[config.mk]
export PLATFORM = sky130hd
export DESIGN_NAME = cntr_updown_n
export DESIGN_NICKNAME = d
export VERILOG_FILES = /design/src/rtl/cntr_pkg.sv /design/src/rtl/cntr_updown_n_register_ar.sv /design/src/rtl/cntr_updown_n.sv
export SDC_FILE = /design/constraint.sdc
export NUM_CORES = 1
export LEC_CHECK = 0
export CAP_MARGIN = 40
export CELL_PAD_IN_SITES_DETAIL_PLACEMENT = 0
export CELL_PAD_IN_SITES_GLOBAL_PLACEMENT = 2
export CORE_UTILIZATION = 29
export DETAILED_ROUTE_END_ITERATION = 8
export PLACE_DENSITY = 0.86
export SYNTH_ARGS = -nofsm -noshare
export SYNTH_HDL_FRONTEND = slang
export SYNTH_HIERARCHICAL = 1
export SYNTH_SLANG_ARGS = --single-unit
export TNS_END_PERCENT = 100
[constraint.sdc]
create_clock -name clk -period 2.67 [get_ports clk]
set_input_delay 0.534 -clock clk [delete_from_list [all_inputs] [get_ports clk]]
set_output_delay 0.534 -clock clk [all_outputs]
set_load 0.01 [all_outputs]
[src/rtl/cntr_pkg.sv]
// cntr_pkg: state encodings shared by the up/down counter RTL and its bench.
package cntr_pkg;
    localparam int STATE_W = 3;
    localparam logic [STATE_W-1:0] IDLE = 3'b000;
    localparam logic [STATE_W-1:0] LOAD = 3'b001;
    localparam logic [STATE_W-1:0] INC  = 3'b010;
    localparam logic [STATE_W-1:0] DEC  = 3'b011;
    localparam logic [STATE_W-1:0] HOLD = 3'b100;
endpackage

[src/rtl/cntr_updown_n_register_ar.sv]
// cntr_updown_n_register_ar: W-bit D register with asynchronous active-high reset to zero.
module cntr_updown_n_register_ar #(
    parameter int W = 1
) (
    input  logic         clk,
    input  logic         reset,
    input  logic [W-1:0] d,
    output logic [W-1:0] q
);
    always_ff @(posedge clk or posedge reset) begin
        if (reset) q <= '0;
        else       q <= d;
    end
endmodule

[src/rtl/cntr_updown_n.sv]
// cntr_updown_n: up/down counter with load, programmable step and wrap/saturate overflow.
module cntr_updown_n
    import cntr_pkg::*;
#(
    parameter int WIDTH    = 8,
    parameter int STEP_W   = 4,
    parameter bit SATURATE = 1'b0
) (
    input  logic               clk,
    input  logic               reset,
    input  logic               load,
    input  logic               inc,
    input  logic               dec,
    input  logic [STEP_W-1:0]  step,
    input  logic [WIDTH-1:0]   d_in,
    output logic [WIDTH-1:0]   d_out,
    output logic [STATE_W-1:0] o_state,
    output logic               o_max,
    output logic               o_min,
    output logic               o_ovf
);
    logic [STATE_W-1:0] state, nxt;
    logic [WIDTH:0]     s, up, dn;
    logic               up_ovf, dn_ovf, ovf_n;
    logic [WIDTH-1:0]   cnt_n;
    logic               not_min;
    always_comb begin
        nxt = load ? LOAD : (inc & dec) ? HOLD : inc ? INC : dec ? DEC : IDLE;
    end
    cntr_updown_n_register_ar #(.W(STATE_W)) u_state (
        .clk(clk), .reset(reset), .d(nxt), .q(state)
    );
    // Extra top bit captures carry-out (INC) or borrow (DEC).
    always_comb begin
        s      = (step == '0) ? (WIDTH+1)'(1) : (WIDTH+1)'(step);
        up     = {1'b0, d_out} + s;
        dn     = {1'b0, d_out} - s;
        up_ovf = (nxt == INC) & up[WIDTH];
        dn_ovf = (nxt == DEC) & dn[WIDTH];
        ovf_n  = up_ovf | dn_ovf;
        cnt_n  = (nxt == LOAD) ? d_in :
                 (nxt == INC)  ? ((up_ovf && SATURATE) ? '1 : up[WIDTH-1:0]) :
                 (nxt == DEC)  ? ((dn_ovf && SATURATE) ? '0 : dn[WIDTH-1:0]) :
                 d_out;
    end
    // The min flag is stored inverted so the zero-reset register yields o_min=1.
    cntr_updown_n_register_ar #(.W(WIDTH+3)) u_cnt (
        .clk(clk), .reset(reset),
        .d({cnt_n, &cnt_n, |cnt_n, ovf_n}),
        .q({d_out, o_max, not_min, o_ovf})
    );
    assign o_min   = ~not_min;
    assign o_state = state;
endmodule

==> results.txt, run 1 <==
----------------------------------------------------
[Pwr]
  Total power density per cell area ... roughly 470 nW/um^2
  Leakage component of the power ... around 0.00093 uW
  Worst-case vdd ir drop ... between 0.3 and 0.4 mV

[Clock tree]
  Number of clock sinks seen by CTS ... 14
  Clock tree from TritonCTS ... yes
  Clk root buf ... sky130_fd_sc_hd__clkbuf_8
  Deepest clock path buffer count ... 2
  CTS buffer count ... 3
  H-tree depth ... 1
  Skew-Pair Late Insertion Delay ... approximately 0.25 ns
  Clock-pin slew on the worst setup and hold paths ... 0.06 ns

[Global route]
  Global-route usage over all layers ... a little under a fifth
  Overflow left after global routing ... 0
  Largest net degree at the start of global routing ... 12
  Number of antenna violations at the first check in global routing ... 0
  Vias in the first global route ... approximately 1400
  Wire length of the first global-routing pass ... 6410 um

[Timing]
  Number of max-slew violations in the final report ... 0
  Fmax ... 0.392 GHz
  Crit path time final ... about 2.5 ns
  Period utilisation layout ... 95.5%
  Worst max-slew margin expressed relative to the limit ... a little under two thirds
  Worst path setup slack after routing ... 0.120 ns
  Number of setup violations in the final report ... 0
  Clk_skew ... 0.000755 ns
  Hold violation count in the final report ... 0
  Slew at the pin closest to its max-slew limit ... roughly 0.53 ns

[Critical path]
  Type of the worst setup path ... input pin to flip-flop
  Slowest library cell on the worst path ... sky130_fd_sc_hd__fa_2
  Reg2Reg Launch Point ... u_cnt/q[4]$_DFF_PP0_
  Arrival time reported for the critical path endpoint ... 2.66 ns
  Cells along the critical path ... dlygate4sd2_1, a31o_4, ha_4, fa_2, inv_1, a21oi_2, nor2_1, o32a_1, nor4_1, o2111ai_1
  Maximum fanout count along the critical path ... 3
  Req. time, crit path ... between 2 and 3 ns
  CP endpoint kind ... flip-flop
  Sort of element at the start of the critical path ... input pin
  CP Launch Point ... step[0]
  Stage delay of the slowest cell on the critical path ... 0.52 ns

[Logic synthesis]
  Synthesized Nets ... roughly 170
  Syn Std Cell Area ... ~1300 sq um
  Syn. warnings ... 6
  Post-synthesis sequential area ratio ... 27.8%
  Synthesized instance count ... between 100 and 150
  Synth Register Bits ... 14
  Ys async rst share ... between 90% and 100%
  Syn Area/Cell ... ~8.9 sq um
  Top FF cell, synth ... sky130_fd_sc_hd__dfrtp_1
  Number of flops mapped to enable cells by yosys ... 0
  Post-synthesis cell type count ... 60

[Route]
  Starting DRC count in detailed routing ... 27
  Router iterations before antenna repair ... 4
  Routed via count divided by cell count ... 5.17
  Antenna-violating nets left ... 0
  Via count ... 1354
  Detailed-route DRC error count ... 0
  Post-detailed-route wirelength per cell ... around 16 um
  WL final ... between 4000 and 5000 um

[Placed design]
  Pre-CTS setup slack ... -0.538 ns
  Routability congestion estimate from global placement ... between 0.8 and 0.9
  HPWL after detailed placement ... about 3200 um
  Placed Instance Area ... approximately 1900 sq um
  Number of buffers inserted by port buffering ... 30
  Placed cells ... roughly 250

[Job]
  Max-cap violations ... 0

[Floorplan]
  Die ar. ... approximately 4600 sq um
  Number of cell rows ... 23
  Width of the die ... 67.9 um
  Area inside the core boundary ... 4090 sq um
  Effective utilization at floorplan ... between 30% and 40%
  I/O pin cnt ... 31
  Overall die height ... 67.9 um

[Layout]
  Final net count ... 242
  Antenna cell count ... 0
  Share of layout cells above drive strength 1 ... roughly 42%
  Total non-filler cell area in the finished layout ... approximately 2100 sq um
  Most frequent cells in the layout ... sky130_fd_sc_hd__buf_4 (41), sky130_fd_sc_hd__clkdlybuf4s50_1 (24), sky130_fd_sc_hd__inv_1 (15), sky130_fd_sc_hd__dfrtp_1 (14), sky130_fd_sc_hd__nand2_1 (9)
  Most frequent standard cell in the layout excluding fill and tap cells ... sky130_fd_sc_hd__buf_4
  Filler-free cell count of the finished design ... around 260
  P&R area growth vs syn ... 69.5%

[Hold path]
  Class of the tightest hold or removal check ... input pin to asynchronous set/reset pin

[Run status]
  Result of the run ... finished, final reports clean

----------------------------------------------------
-- synthesized netlist by cell type, types with 2 or more instances --
library cell	instances	area (sq um)
sky130_fd_sc_hd__a211oi_1	3	22.5
sky130_fd_sc_hd__a21oi_1	7	35.0
sky130_fd_sc_hd__buf_4	2	15.0
sky130_fd_sc_hd__dfrtp_1	14	350
sky130_fd_sc_hd__fa_1	2	40.0
sky130_fd_sc_hd__ha_1	10	125
sky130_fd_sc_hd__inv_1	18	67.6
sky130_fd_sc_hd__mux2i_1	2	20.0
sky130_fd_sc_hd__nand2_1	9	33.8
sky130_fd_sc_hd__nand2b_1	2	12.5
sky130_fd_sc_hd__nand3_1	5	25.0
sky130_fd_sc_hd__nand4_1	3	18.8
sky130_fd_sc_hd__nor2_1	5	18.8
sky130_fd_sc_hd__nor2b_1	4	25.0
sky130_fd_sc_hd__nor3_1	4	20.0
sky130_fd_sc_hd__nor4_1	2	12.5
sky130_fd_sc_hd__o21ai_0	2	10.0
sky130_fd_sc_hd__o31ai_1	3	22.5
sky130_fd_sc_hd__or2_1	2	12.5
sky130_fd_sc_hd__or3_1	2	12.5
sky130_fd_sc_hd__xor2_1	2	17.5
-- final timing paths --
check | slack, ns | endpoint | cells after the start
max | 0.12 | u_cnt/q[1]$_DFF_PP0_ | 10
min | 0.48 | u_state/q[2]$_DFF_PP0_ | 2
max reg2reg | 0.18 | u_cnt/q[2]$_DFF_PP0_ | 7
min reg2reg | 0.56 | u_cnt/q[0]$_DFF_PP0_ | 1
max in group asynchronous | 1.78 | u_cnt/q[0]$_DFF_PP0_ | 2
min in group clk | 0.56 | u_cnt/q[0]$_DFF_PP0_ | 1
-- power breakdown --
part / internal, uW / switching [uW]
Combinational: 273 / 261
Clock: 131 / 77.7
Sequential: 235 / 35.4
Total: 639 / 374
-- per-stage QoR --
stage,setup TNS (ns),total power (uW),util [%],hold WS (ns)
2_1_floorplan,0,490,-,0.288
3_3_place_gp,-1.97,697,45.5,0.554
3_5_place_dp,-2.32,704,45.5,0.552
4_1_cts,0,973,50.1,0.479
5_1_grt,-0.00830,1070,52.3,0.509
6_report,0,1010,52.3,0.482
-- metal layers --
layer / routed length, um / global-route usage [%] / share of wire, % / vias to the layer above
met5: 0 / 0 / 0 / -
met4: 48 / 5.21 / 1.2 / 0
met3: 103 / 3.33 / 2.5 / 5
met2: 2190 / 35.3 / 53 / 25
met1: 1770 / 22.1 / 43 / 670
li1: - / - / - / 654
-- flip-flops by register name, indices dropped and copies added, names as in the netlist --
register	count
u_state/q	3
u_cnt/q	11
-- kinds of logic after synthesis --
family	synth area share, %
flops	27.8
fa+ha+maj	13.1
compound gates	23.5
mux	1.59
xor+xnor	2.08
buf+inv	8.13
simple gates	23.8
-- critical path: cells and delay by family --
kind,cells,cell delay [ns]
compound gates,4,0.82
buf+inv,2,0.29
simple gates,2,0.32
fa+ha+maj,2,0.69
-- repair_timing --
action                     in CTS  in global routing
hold buffers                    0                  0
resized for setup              33                 21
setup endpoints to repair       4                  2
buffers inserted                1                  4
pin swaps                      15                 18
-- area by class of cell --
| class | count | area (sq um) |
|---|---|---|
| tap | 50 | 62.6 |
| fill | 370 | 1950 |
| multi-input combinational | 105 | 1010 |
| sequential | 14 | 350 |
| timing repair buffer | 71 | 597 |
| inverter | 18 | 67.6 |
| clock buffer | 4 | 55.1 |
No activity file was read; power rests on OpenSTA's default activity.
==> run 2, diff against run 1 <==
CELL_PAD_IN_SITES_DETAIL_PLACEMENT = 1   (was 0)
CELL_PAD_IN_SITES_GLOBAL_PLACEMENT = 1   (was 2)
CORE_UTILIZATION = 39   (was 29)
GPL_ROUTABILITY_DRIVEN = 0   (was not set)
PLACE_DENSITY = 0.91   (was 0.86)
clock period = 3.3 ns   (was 2.67 ns; I/O delays follow)
==> run 2 against run 1 <==
Against the previous run:
- sequential cell count unchanged
- non-clock buffer count down 33
- sequential power down 20%
- clock power down 41%
- power down 34%
- register-to-register slack better by 0.60 ns
==> results.txt, run 2 (same netlist as run 1, synthesis figures left out) <==
----------------------------------------------------
[Timing]
  Fmax ... approximately 0.32 GHz
  Hold violation count in the final report ... 0
  Number of max-slew violations in the final report ... 0
  Worst max-slew margin expressed relative to the limit ... between 50% and 60%
  Worst path setup slack after routing ... 0.208 ns
  Crit path time final ... approximately 3.1 ns
  Slew at the pin closest to its max-slew limit ... between 0.6 and 0.7 ns
  Clk_skew ... between 0.008 and 0.009 ns
  Period utilisation layout ... between 90% and 100%
  Number of setup violations in the final report ... 0

[Critical path]
  Type of the worst setup path ... input pin to flip-flop
  Req. time, crit path ... ~3.5 ns
  Path depth of the worst reg2reg path ... 7
  Arrival time reported for the critical path endpoint ... 3.24 ns
  Sort of element at the start of the critical path ... input pin
  Maximum fanout count along the critical path ... 3
  CP endpoint kind ... flip-flop

[Clock tree]
  H-tree depth ... 1
  Post-CTS Setup Bufs ... 0
  Clk root buf ... sky130_fd_sc_hd__clkbuf_4
  CTS buffer count ... 3
  Number of clock sinks seen by CTS ... 14
  Skew-Pair Late Insertion Delay ... 0.28 ns
  Clock-pin slew on the worst setup and hold paths ... around 0.09 ns
  Clock tree from TritonCTS ... yes
  Deepest clock path buffer count ... 2

[Global route]
  Number of antenna violations at the first check in global routing ... 0
  Vias in the first global route ... about 1400
  Largest net degree at the start of global routing ... 14
  Overflow left after global routing ... 0
  Wire length of the first global-routing pass ... between 6000 and 7000 um
  Global-route usage over all layers ... between 20% and 30%

[Floorplan]
  Number of cell rows ... 20
  Effective utilization at floorplan ... between 40 and 50%
  Overall die height ... 58.9 um
  Die ar. ... approximately 3500 sq um
  I/O pin cnt ... 31
  Width of the die ... between 50 and 60 um
  Area inside the core boundary ... about 3100 sq um

[Pwr]
  Clock Power Share ... roughly a fifth
  Part of the power in registers ... 32.4%
  Internal power component ... between 400 and 500 uW
  Leakage component of the power ... 0.000738 uW
  Worst-case vdd ir drop ... 0.242 mV
  Power Total ... 669 uW
  Sw Share ... approximately 39%
  Combinational power share ... slightly below 50%
  Switching power total ... between 200 and 300 uW
  Total power density per cell area ... 396 nW/um^2

[Layout]
  Filler cell count in the final layout ... 361
  Most frequent cells in the layout ... sky130_fd_sc_hd__clkdlybuf4s50_1 (30), sky130_fd_sc_hd__inv_1 (18), sky130_fd_sc_hd__dfrtp_1 (14), sky130_fd_sc_hd__ha_1 (10), sky130_fd_sc_hd__nand2_1 (9)
  Max reg flops ... 11
  Antenna cell count ... 0
  Register ranked first by flip-flop count ... u_cnt/q
  Register area ... between 300 and 400 sq um
  Final net count ... roughly 210
  Area of the multi-input gates ... between 800 and 900 sq um
  P&R area growth vs syn ... 33.8%
  Filler-free cell count of the finished design ... between 200 and 250
  Most frequent standard cell in the layout excluding fill and tap cells ... sky130_fd_sc_hd__clkdlybuf4s50_1
  Core Util, Final ... between 50% and 60%
  Largest registers ... u_cnt/q: 11 flops, u_state/q: 3 flops
  Share of layout cells above drive strength 1 ... 14.5%

[Hold path]
  Class of the tightest hold or removal check ... flip-flop to flip-flop
  Number of cells on the worst hold path ... 1

[Placed design]
  Placed cells ... between 200 and 250
  HPWL after detailed placement ... 3170 um
  Number of buffers inserted by port buffering ... 30
  Pre-CTS setup slack ... -0.0899 ns

[Route]
  Antenna-violating nets left ... 0
  Max layer used ... met4
  Detailed-route DRC error count ... 0
  Detailed route wirelength on metal2 ... about 2100 um
  WL met3 ... between 100 and 150 um
  Post-detailed-route wirelength per cell ... approximately 18 um
  Via count ... around 1300
  Router iterations before antenna repair ... 4
  Detailed-route wire length on metal 1 ... around 1800 um
  WL final ... about 4000 um
  Routed via count divided by cell count ... roughly 5.6
  Starting DRC count in detailed routing ... 56

[Run status]
  Result of the run ... finished, final reports clean

[Job]
  Max-cap violations ... 0

----------------------------------------------------
[run 2: cell count changes in the layout (fill, tap and decap cells not counted), moves of 3 or more]
cell / before / now
sky130_fd_sc_hd__buf_4: 41 / 8
sky130_fd_sc_hd__clkdlybuf4s50_1: 24 / 30
sky130_fd_sc_hd__ha_1: 4 / 10
sky130_fd_sc_hd__ha_4: 5 / 0
sky130_fd_sc_hd__a21oi_1: 4 / 7
sky130_fd_sc_hd__a21oi_2: 4 / 1
sky130_fd_sc_hd__clkbuf_2: 3 / 0
sky130_fd_sc_hd__clkbuf_4: 0 / 3
sky130_fd_sc_hd__clkbuf_8: 4 / 1
sky130_fd_sc_hd__inv_1: 15 / 18
sky130_fd_sc_hd__inv_2: 3 / 0
[run 2: timing repair]
action,in CTS,in global routing
gates resized for setup,0,2
endpoints found under the setup margin,0,1
hold buffers,0,0
[run 2: layout make-up]
class	instances	share of cell area, %
well taps	44	3.26
flip-flops and latches	14	20.8
multi-input cells	105	48.5
inverters	18	4.00
clock buffers	4	2.15
repair buffers	38	21.3
[run 2: power by group through the flow]
stage                     Combinational (uW)  Sequential (uW)  Clock, uW
after CTS                                319              216        129
after detailed placement                 314              219          0
after global routing                     357              220        136
final                                    328              217        124
after floorplan                          177              220          0
after global placement                   296              217          0
[run 2: metal layers]
metal | global-route usage [%] | vias to the layer above
li1 | - | 593
met3 | 1.32 | 6
met2 | 45.1 | 34
met5 | 0 | -
met4 | 10.5 | 0
met1 | 31.9 | 620
[run 2: metrics by stage]
stage,TNS [ns],hold slack [ns],cell area (sq um)
floorplan,0,0.414,1260
global placement,-0.0269,0.564,1640
detailed placement,-0.147,0.545,1640
CTS,0,0.560,1680
global route,-0.105,0.584,1690
finish,0,0.564,1690
[run 2: worst paths after layout]
path | from | to | slack, ns
hold / removal | u_cnt/q[10]$_DFF_PP0_ | u_cnt/q[0]$_DFF_PP0_ | 0.56
min in group asynchronous | reset | u_state/q[1]$_DFF_PP0_ | 0.58
max in group asynchronous | reset | u_cnt/q[3]$_DFF_PP0_ | 2.27
setup reg to reg | u_cnt/q[5]$_DFF_PP0_ | u_cnt/q[2]$_DFF_PP0_ | 0.78
hold reg to reg | u_cnt/q[10]$_DFF_PP0_ | u_cnt/q[0]$_DFF_PP0_ | 0.56
setup / recovery | step[2] | u_cnt/q[1]$_DFF_PP0_ | 0.21
[run 2: worst max-delay path, stage by stage]
cell and delay, ns:
sky130_fd_sc_hd__clkdlybuf4s50_1 0.48, sky130_fd_sc_hd__inv_1 0.07, sky130_fd_sc_hd__a31o_2 0.26, sky130_fd_sc_hd__ha_1 0.22, sky130_fd_sc_hd__nor2b_2 0.17, sky130_fd_sc_hd__o311ai_0 0.18, sky130_fd_sc_hd__a2111oi_0 0.61, sky130_fd_sc_hd__a211oi_2 0.13
sky130_fd_sc_hd__nor4_1 0.32, sky130_fd_sc_hd__o2111ai_1 0.14
